File: src/rtl/tmds_pkg.sv
// Shared TMDS definitions: output modes, receiver FSM states, control tokens,
// guard-band codes and the TERC4 code table used by both encoder and decoder.
package tmds_pkg;

    typedef enum logic [2:0] {
        MODE_CONTROL      = 3'd0,
        MODE_VIDEO        = 3'd1,
        MODE_VIDEO_GUARD  = 3'd2,
        MODE_ISLAND       = 3'd3,
        MODE_ISLAND_GUARD = 3'd4
    } tmds_mode_e;

    typedef enum logic [2:0] {
        ST_CONTROL   = 3'd0,
        ST_VGB       = 3'd1,
        ST_VIDEO     = 3'd2,
        ST_IGB_LEAD  = 3'd3,
        ST_ISLAND    = 3'd4,
        ST_IGB_TRAIL = 3'd5
    } rx_state_e;

    localparam logic [9:0] CTRL_TOKEN_00     = 10'b1101010100;
    localparam logic [9:0] CTRL_TOKEN_01     = 10'b0010101011;
    localparam logic [9:0] CTRL_TOKEN_10     = 10'b0101010100;
    localparam logic [9:0] CTRL_TOKEN_11     = 10'b1010101011;
    localparam logic [9:0] VIDEO_GUARD_CN02  = 10'b1011001100;
    localparam logic [9:0] VIDEO_GUARD_CN1   = 10'b0100110011;
    localparam logic [9:0] ISLAND_GUARD_CN12 = 10'b0100110011;

    function automatic logic [9:0] terc4_code(input logic [3:0] nibble);
        logic [9:0] code;
        code = '0;
        case (nibble)
            4'h0: code = 10'b1010011100;
            4'h1: code = 10'b1001100011;
            4'h2: code = 10'b1011100100;
            4'h3: code = 10'b1011100010;
            4'h4: code = 10'b0101110001;
            4'h5: code = 10'b0100011110;
            4'h6: code = 10'b0110001110;
            4'h7: code = 10'b0100111100;
            4'h8: code = 10'b1011001100;
            4'h9: code = 10'b0100111001;
            4'hA: code = 10'b0110011100;
            4'hB: code = 10'b1011000110;
            4'hC: code = 10'b1010001110;
            4'hD: code = 10'b1001110001;
            4'hE: code = 10'b0101100011;
            4'hF: code = 10'b1011000011;
            default: code = '0;
        endcase
        return code;
    endfunction

    function automatic logic [9:0] video_guard_code(input int cn);
        return (cn == 1) ? VIDEO_GUARD_CN1 : VIDEO_GUARD_CN02;
    endfunction

    // Returns {is_token, control_bits}.
    function automatic logic [2:0] ctrl_decode(input logic [9:0] sym);
        logic [2:0] r;
        r = 3'b000;
        case (sym)
            CTRL_TOKEN_00: r = 3'b100;
            CTRL_TOKEN_01: r = 3'b101;
            CTRL_TOKEN_10: r = 3'b110;
            CTRL_TOKEN_11: r = 3'b111;
            default:       r = 3'b000;
        endcase
        return r;
    endfunction

endpackage

File: src/rtl/terc4_decoder.sv
// Combinational TERC4 lookup: 10-bit symbol to {valid, nibble}.
module terc4_decoder
    import tmds_pkg::*;
(
    input  logic [9:0] symbol,
    output logic       valid,
    output logic [3:0] nibble
);

    always_comb begin
        valid  = 1'b0;
        nibble = 4'h0;
        for (int i = 0; i < 16; i++) begin
            if (symbol == terc4_code(4'(i))) begin
                valid  = 1'b1;
                nibble = 4'(i);
            end
        end
    end

endmodule

File: src/rtl/tmds_channel_decoder.sv
// Per-channel TMDS receiver: tracks the HDMI period and decodes one aligned symbol
// per pixel clock; no handshake, every edge consumes a symbol and updates outputs.
module tmds_channel_decoder
    import tmds_pkg::*;
#(
    parameter int CN          = 0,
    parameter int ALIGN_LIMIT = 16,
    parameter int MAX_PACKETS = 18
) (
    input  logic       clk_pixel,
    input  logic       reset_n,
    input  logic [9:0] tmds_in,
    input  logic       island_preamble,
    output logic [2:0] mode,
    output logic [7:0] video_data,
    output logic [3:0] data_island_data,
    output logic [1:0] control_data,
    output logic       symbol_error,
    output logic       bitslip,
    output rx_state_e  state_dbg
);

    localparam int ALIGN_W = $clog2(ALIGN_LIMIT + 1);
    localparam int PKT_W   = $clog2(MAX_PACKETS + 1);

    rx_state_e          state_q, state_d;
    tmds_mode_e         mode_q, mode_d;
    logic [7:0]         video_data_q, video_data_d;
    logic [3:0]         island_data_q, island_data_d;
    logic [1:0]         control_data_q, control_data_d;
    logic               symbol_error_q, symbol_error_d;
    logic               bitslip_q, bitslip_d;
    logic [ALIGN_W-1:0] align_cnt_q, align_cnt_d;
    logic [4:0]         sym_cnt_q, sym_cnt_d;
    logic [PKT_W-1:0]   pkt_cnt_q, pkt_cnt_d;

    logic       t4_valid;
    logic [3:0] t4_nibble;
    logic [2:0] ctrl;
    logic [7:0] vq, vid_dec;
    logic       is_vguard, is_iguard, is_trail, at_boundary;

    terc4_decoder u_terc4 (
        .symbol (tmds_in),
        .valid  (t4_valid),
        .nibble (t4_nibble)
    );

    always_comb begin
        vq         = tmds_in[7:0] ^ {8{tmds_in[9]}};
        vid_dec[0] = vq[0];
        for (int i = 1; i < 8; i++) begin
            vid_dec[i] = tmds_in[8] ? (vq[i] ^ vq[i-1]) : ~(vq[i] ^ vq[i-1]);
        end
    end

    // CN1 shares one code for both guards, so the preamble detector disambiguates.
    always_comb begin
        ctrl        = ctrl_decode(tmds_in);
        is_vguard   = (tmds_in == video_guard_code(CN)) && ((CN == 0) || !island_preamble);
        is_iguard   = (CN == 0) ? (t4_valid && (t4_nibble[3:2] == 2'b11))
                                : ((tmds_in == ISLAND_GUARD_CN12) && island_preamble);
        is_trail    = (CN == 0) ? (t4_valid && t4_nibble[3])
                                : (tmds_in == ISLAND_GUARD_CN12);
        at_boundary = (sym_cnt_q == 5'd0) && (pkt_cnt_q != '0);
    end

    always_comb begin
        state_d        = state_q;
        mode_d         = mode_q;
        video_data_d   = video_data_q;
        island_data_d  = island_data_q;
        control_data_d = control_data_q;
        symbol_error_d = 1'b0;
        bitslip_d      = 1'b0;
        align_cnt_d    = align_cnt_q;
        sym_cnt_d      = sym_cnt_q;
        pkt_cnt_d      = pkt_cnt_q;
        case (state_q)
            ST_CONTROL: begin
                mode_d = MODE_CONTROL;
                if (ctrl[2]) begin
                    control_data_d = ctrl[1:0];
                    align_cnt_d    = '0;
                end else if (is_vguard) begin
                    state_d = ST_VGB;
                    mode_d  = MODE_VIDEO_GUARD;
                end else if (is_iguard) begin
                    state_d = ST_IGB_LEAD;
                    mode_d  = MODE_ISLAND_GUARD;
                    if (CN == 0) control_data_d = t4_nibble[1:0];
                end else begin
                    symbol_error_d = 1'b1;
                    if (align_cnt_q == ALIGN_W'(ALIGN_LIMIT - 1)) begin
                        bitslip_d   = 1'b1;
                        align_cnt_d = '0;
                    end else begin
                        align_cnt_d = align_cnt_q + ALIGN_W'(1);
                    end
                end
            end
            ST_VGB: begin
                if (is_vguard) begin
                    state_d = ST_VIDEO;
                    mode_d  = MODE_VIDEO_GUARD;
                end else begin
                    state_d        = ST_CONTROL;
                    mode_d         = MODE_CONTROL;
                    symbol_error_d = 1'b1;
                end
            end
            ST_VIDEO: begin
                if (ctrl[2]) begin
                    state_d        = ST_CONTROL;
                    mode_d         = MODE_CONTROL;
                    control_data_d = ctrl[1:0];
                    align_cnt_d    = '0;
                end else begin
                    mode_d       = MODE_VIDEO;
                    video_data_d = vid_dec;
                end
            end
            ST_IGB_LEAD: begin
                if (is_iguard) begin
                    state_d   = ST_ISLAND;
                    mode_d    = MODE_ISLAND_GUARD;
                    sym_cnt_d = '0;
                    pkt_cnt_d = '0;
                    if (CN == 0) control_data_d = t4_nibble[1:0];
                end else begin
                    state_d        = ST_CONTROL;
                    mode_d         = MODE_CONTROL;
                    symbol_error_d = 1'b1;
                end
            end
            ST_ISLAND: begin
                if (at_boundary && is_trail) begin
                    state_d = ST_IGB_TRAIL;
                    mode_d  = MODE_ISLAND_GUARD;
                    if (CN == 0) control_data_d = t4_nibble[1:0];
                end else if (at_boundary && (pkt_cnt_q == PKT_W'(MAX_PACKETS))) begin
                    state_d        = ST_CONTROL;
                    mode_d         = MODE_CONTROL;
                    symbol_error_d = 1'b1;
                end else begin
                    mode_d    = MODE_ISLAND;
                    sym_cnt_d = sym_cnt_q + 5'd1;
                    if (sym_cnt_q == 5'd31) pkt_cnt_d = pkt_cnt_q + PKT_W'(1);
                    if (t4_valid) island_data_d = t4_nibble;
                    else          symbol_error_d = 1'b1;
                end
            end
            ST_IGB_TRAIL: begin
                state_d = ST_CONTROL;
                if (is_trail) begin
                    mode_d = MODE_ISLAND_GUARD;
                    if (CN == 0) control_data_d = t4_nibble[1:0];
                end else begin
                    mode_d         = MODE_CONTROL;
                    symbol_error_d = 1'b1;
                end
            end
            default: begin
                state_d = ST_CONTROL;
                mode_d  = MODE_CONTROL;
            end
        endcase
    end

    always_ff @(posedge clk_pixel or negedge reset_n) begin
        if (!reset_n) begin
            state_q        <= ST_CONTROL;
            mode_q         <= MODE_CONTROL;
            video_data_q   <= '0;
            island_data_q  <= '0;
            control_data_q <= '0;
            symbol_error_q <= 1'b0;
            bitslip_q      <= 1'b0;
            align_cnt_q    <= '0;
            sym_cnt_q      <= '0;
            pkt_cnt_q      <= '0;
        end else begin
            state_q        <= state_d;
            mode_q         <= mode_d;
            video_data_q   <= video_data_d;
            island_data_q  <= island_data_d;
            control_data_q <= control_data_d;
            symbol_error_q <= symbol_error_d;
            bitslip_q      <= bitslip_d;
            align_cnt_q    <= align_cnt_d;
            sym_cnt_q      <= sym_cnt_d;
            pkt_cnt_q      <= pkt_cnt_d;
        end
    end

    assign mode             = mode_q;
    assign video_data       = video_data_q;
    assign data_island_data = island_data_q;
    assign control_data     = control_data_q;
    assign symbol_error     = symbol_error_q;
    assign bitslip          = bitslip_q;
    assign state_dbg        = state_q;

endmodule

File: config.mk
export PLATFORM = sky130hd
export DESIGN_NAME = tmds_channel_decoder
export DESIGN_NICKNAME = d
export VERILOG_FILES = /design/src/rtl/tmds_pkg.sv /design/src/rtl/terc4_decoder.sv /design/src/rtl/tmds_channel_decoder.sv
export SDC_FILE = /design/constraint.sdc
export NUM_CORES = 1
export LEC_CHECK = 0
export ABC_AREA = 1
export BUFFER_PORTS_ARGS = -buffer_cell sky130_fd_sc_hd__buf_4
export CAP_MARGIN = 10
export CORE_MARGIN = 1
export CORE_UTILIZATION = 45
export DETAILED_ROUTE_END_ITERATION = 10
export GPL_TIMING_DRIVEN = 0
export PLACE_DENSITY_LB_ADDON = 0.12
export REMOVE_ABC_BUFFERS = 1
export SLEW_MARGIN = 0
export SYNTH_ARGS = -nofsm -noshare
export SYNTH_HDL_FRONTEND = slang
export SYNTH_SLANG_ARGS = --single-unit
File: constraint.sdc
create_clock -name clk_pixel -period 2.4 [get_ports clk_pixel]
set_clock_uncertainty 0.1 [all_clocks]
set_input_delay 0.12 -clock clk_pixel [delete_from_list [all_inputs] [get_ports clk_pixel]]
set_output_delay 0.12 -clock clk_pixel [all_outputs]
set_load 0.05 [all_outputs]
==> flow_summary.json <==
{
  "status": "completed",
  "layout.cells.non_filler": 473,
  "syn_inst": 360,
  "worstPathMaxFanout": 9,
  "end_kind": "flop",
  "grt_pass1_wl_um": 9887,
  "clk_path_buf_depth": 2,
  "grt_pass1_vias": 2157,
  "place.port_buffers": 33,
  "yosys-top-cells-area": "dfrtp_1 33%, nand2_1 9.6%, nor2_1 6.1%, inv_1 5.1%, nand3_1 5.0%",
  "htree_levels": 2,
  "numCtsBuffers": 5,
  "async_flop_share_pct": 100.0,
  "critPathLaunchType": "flop",
  "p_total_mw": 2.976,
  "finalSetupViolations": 0,
  "place_hpwl_um": 4567,
  "vias": 2366,
  "criticalPathCategory": "reg2reg",
  "gp_congestion": 0.8640,
  "drv_cap": 0,
  "drive_gt1_share_pct": 24.87,
  "worstMarginPinSlew_ns": 0.4805,
  "ff2ff_path_depth": 9,
  "holdPathEnd": "video_data[2]",
  "post-route-period-util_pct": 85.88,
  "synth_top_cells_by_count": "71 x nand2_1, 45 x nor2_1, 38 x inv_1",
  "cts_root_buf": "clkbuf_8",
  "fp.dieH_um": 80.59,
  "setup_ws_ns": 0.3389,
  "ys_types": 46,
  "maxSlewViolCount": 0,
  "max_freq_ghz": 0.4852,
  "antenna_found_initial": 0,
  "dr.pass1.iters": 4,
  "place_ws_ns": -0.07889,
  "holdPathStages": 3,
  "finalHoldViolCount": 0,
  "dp.cells": 464,
  "synth_edf_count": 0,
  "cts_sinks": 37,
  "ys_seq_elements": 37,
  "r2r-start": "state_dbg[2]",
  "gr-total-overflow": 0,
  "io_pins": 35,
  "synth.largest_area_cell": "dfrtp_1",
  "n_fill_cell": 572,
  "nNetsFinal": 419,
  "wire_per_inst_um": 12.51,
  "finalWirelength_um": 5916,
  "viasPerCell": 5.002,
  "synth_area_per_cell_um2": 7.719,
  "min_path_type": "in2reg",
  "synth_top_area_share_pct": 33.32,
  "ant_nets": 0,
  "synthFlopType": "dfrtp_1",
  "grt_start_max_net_pins": 38,
  "ir_drop_mv": 0.5020,
  "clkSlewWorstSetupHoldPaths_ns": 0.08,
  "area_delta_synth_final_pct": 16.97,
  "p_per_area_mw_per_mm2": 915.6,
  "grtUsageTotal_pct": 19.66,
  "reg2reg_slack_ns": 0.34,
  "fp.coreArea_mm2": 0.005956,
  "yosys_warnings": 0,
  "placementRows": 28,
  "synth.most_common_cell": "nand2_1",
  "die_w_um": 80.59,
  "clock_latency_ns": 0.30,
  "grt_setup_unrepaired": "false",
  "diodes": 0,
  "dieArea_mm2": 0.006494,
  "drt-initial-drc-count": 141,
  "cts_tree": "done",
  "min_period_ns": 2.061,
  "start_util_pct": 46.66,
  "ys_seq_area_share_pct": 33.32,
  "reg2reg_to": "pkt_cnt_q[2]",
  "critPathArrivalTime_ns": 2.15,
  "p_leak_nw": 1.704,
  "max-slew-margin-rel_pct": 67.72,
  "hp-start": "tmds_in[2]",
  "drcViolationCount": 0,
  "required_ns": 2.49,
  "synth_area_mm2": 0.002779
}
==> layout by cell type, fill, tap and decap left out, drive strengths merged, types with 9 or more instances in the layout <==
master	instances
nand2	84
nor2	61
inv	49
dfrtp	37
nand3	35
buf	33
o21ai	22
xor2	12
ha	9
a21oi	9
==> metal layers <==
metal	vias up	global-route usage [%]	routed length, µm
met2	40	33.22	2783
met4	0	5.893	78
li1	1250	-	-
met3	7	3.977	220
met1	1069	25.00	2834
met5	-	0	0
==> flip-flops by register name, indices dropped and copies added, names as in the netlist <==
name and flops:
align_cnt_q 5, video_data 8, bitslip 1, state_dbg 3
pkt_cnt_q 5, sym_cnt_q 5, control_data 2, symbol_error 1
data_island_data 4, mode 3
==> where the power goes <==
part	internal, mW	switching [mW]	leakage [nW]
clock network	0.419	0.252	0.0687
registers	0.798	0.126	0.465
logic	0.445	0.936	1.17
total	1.66	1.32	1.70
==> layout make-up <==
class / count / area (µm²) / area share (%)
clock buffer: 5 / 68.82 / 2.117
inverter: 49 / 190.2 / 5.851
timing repair buffer: 34 / 257.7 / 7.929
clock inverter: 3 / 68.82 / 2.117
multi-input combinational: 270 / 1645 / 50.62
sequential: 37 / 925.9 / 28.48
tap: 75 / 93.84 / 2.887
==> cells by family (layout without fill, tap and decap cells) <==
group	Yosys count	in the layout	synth area share (%)
xor gates and xnor gates	15	15	4.728
buffers and inverters	53	91	7.744
DFF	37	37	33.32
AOI/OAI and AO/OA	46	46	10.49
adders and majority gates	9	9	4.052
and+or+nand+nor	200	200	39.67
==> critical path, stage by stage (launching register included) <==
cell        delay (ns)
dfrtp_1           0.53
inv_1             0.18
nor2_8            0.24
clkinvlp_4        0.27
nand2_1           0.18
nand3_4           0.08
nor2_4            0.18
inv_2             0.07
nand2_1           0.06
nand2_1           0.06
==> worst max path at each step <==
stage / to / slack, ns / depth (start not counted) / start
floorplan: pkt_cnt_q[1] / 0.15 / 9 / state_dbg[2]
global placement: control_data[1] / -0.11 / 13 / tmds_in[3]
detailed placement: control_data[1] / -0.08 / 13 / tmds_in[3]
CTS: control_data[1] / 0.02 / 8 / state_dbg[2]
global route: pkt_cnt_q[2] / 0.1 / 9 / state_dbg[2]
finish: pkt_cnt_q[2] / 0.34 / 9 / state_dbg[2]
==> stage by stage <==
step / utilization [%] / instance area (µm²) / TNS, ns / hold WS [ns]
floorplan: - / 2750 / 0 / -0.2756
global placement: 51.91 / 3092 / -0.1683 / 0.01802
detailed placement: 51.91 / 3092 / -0.1332 / 0.01750
CTS: 54.39 / 3239 / 0 / 0.08170
global route: 54.58 / 3251 / 0 / 0.1280
finish: 54.58 / 3251 / 0 / 0.08215
==> repair_timing <==
action,4_1_cts,5_1_grt
buffers inserted,0,0
endpoints found under the hold margin,37,0
resized for setup,0,3
hold buffers,1,0
endpoints found under the setup margin,0,8
(Power assumes the default switching activity.)
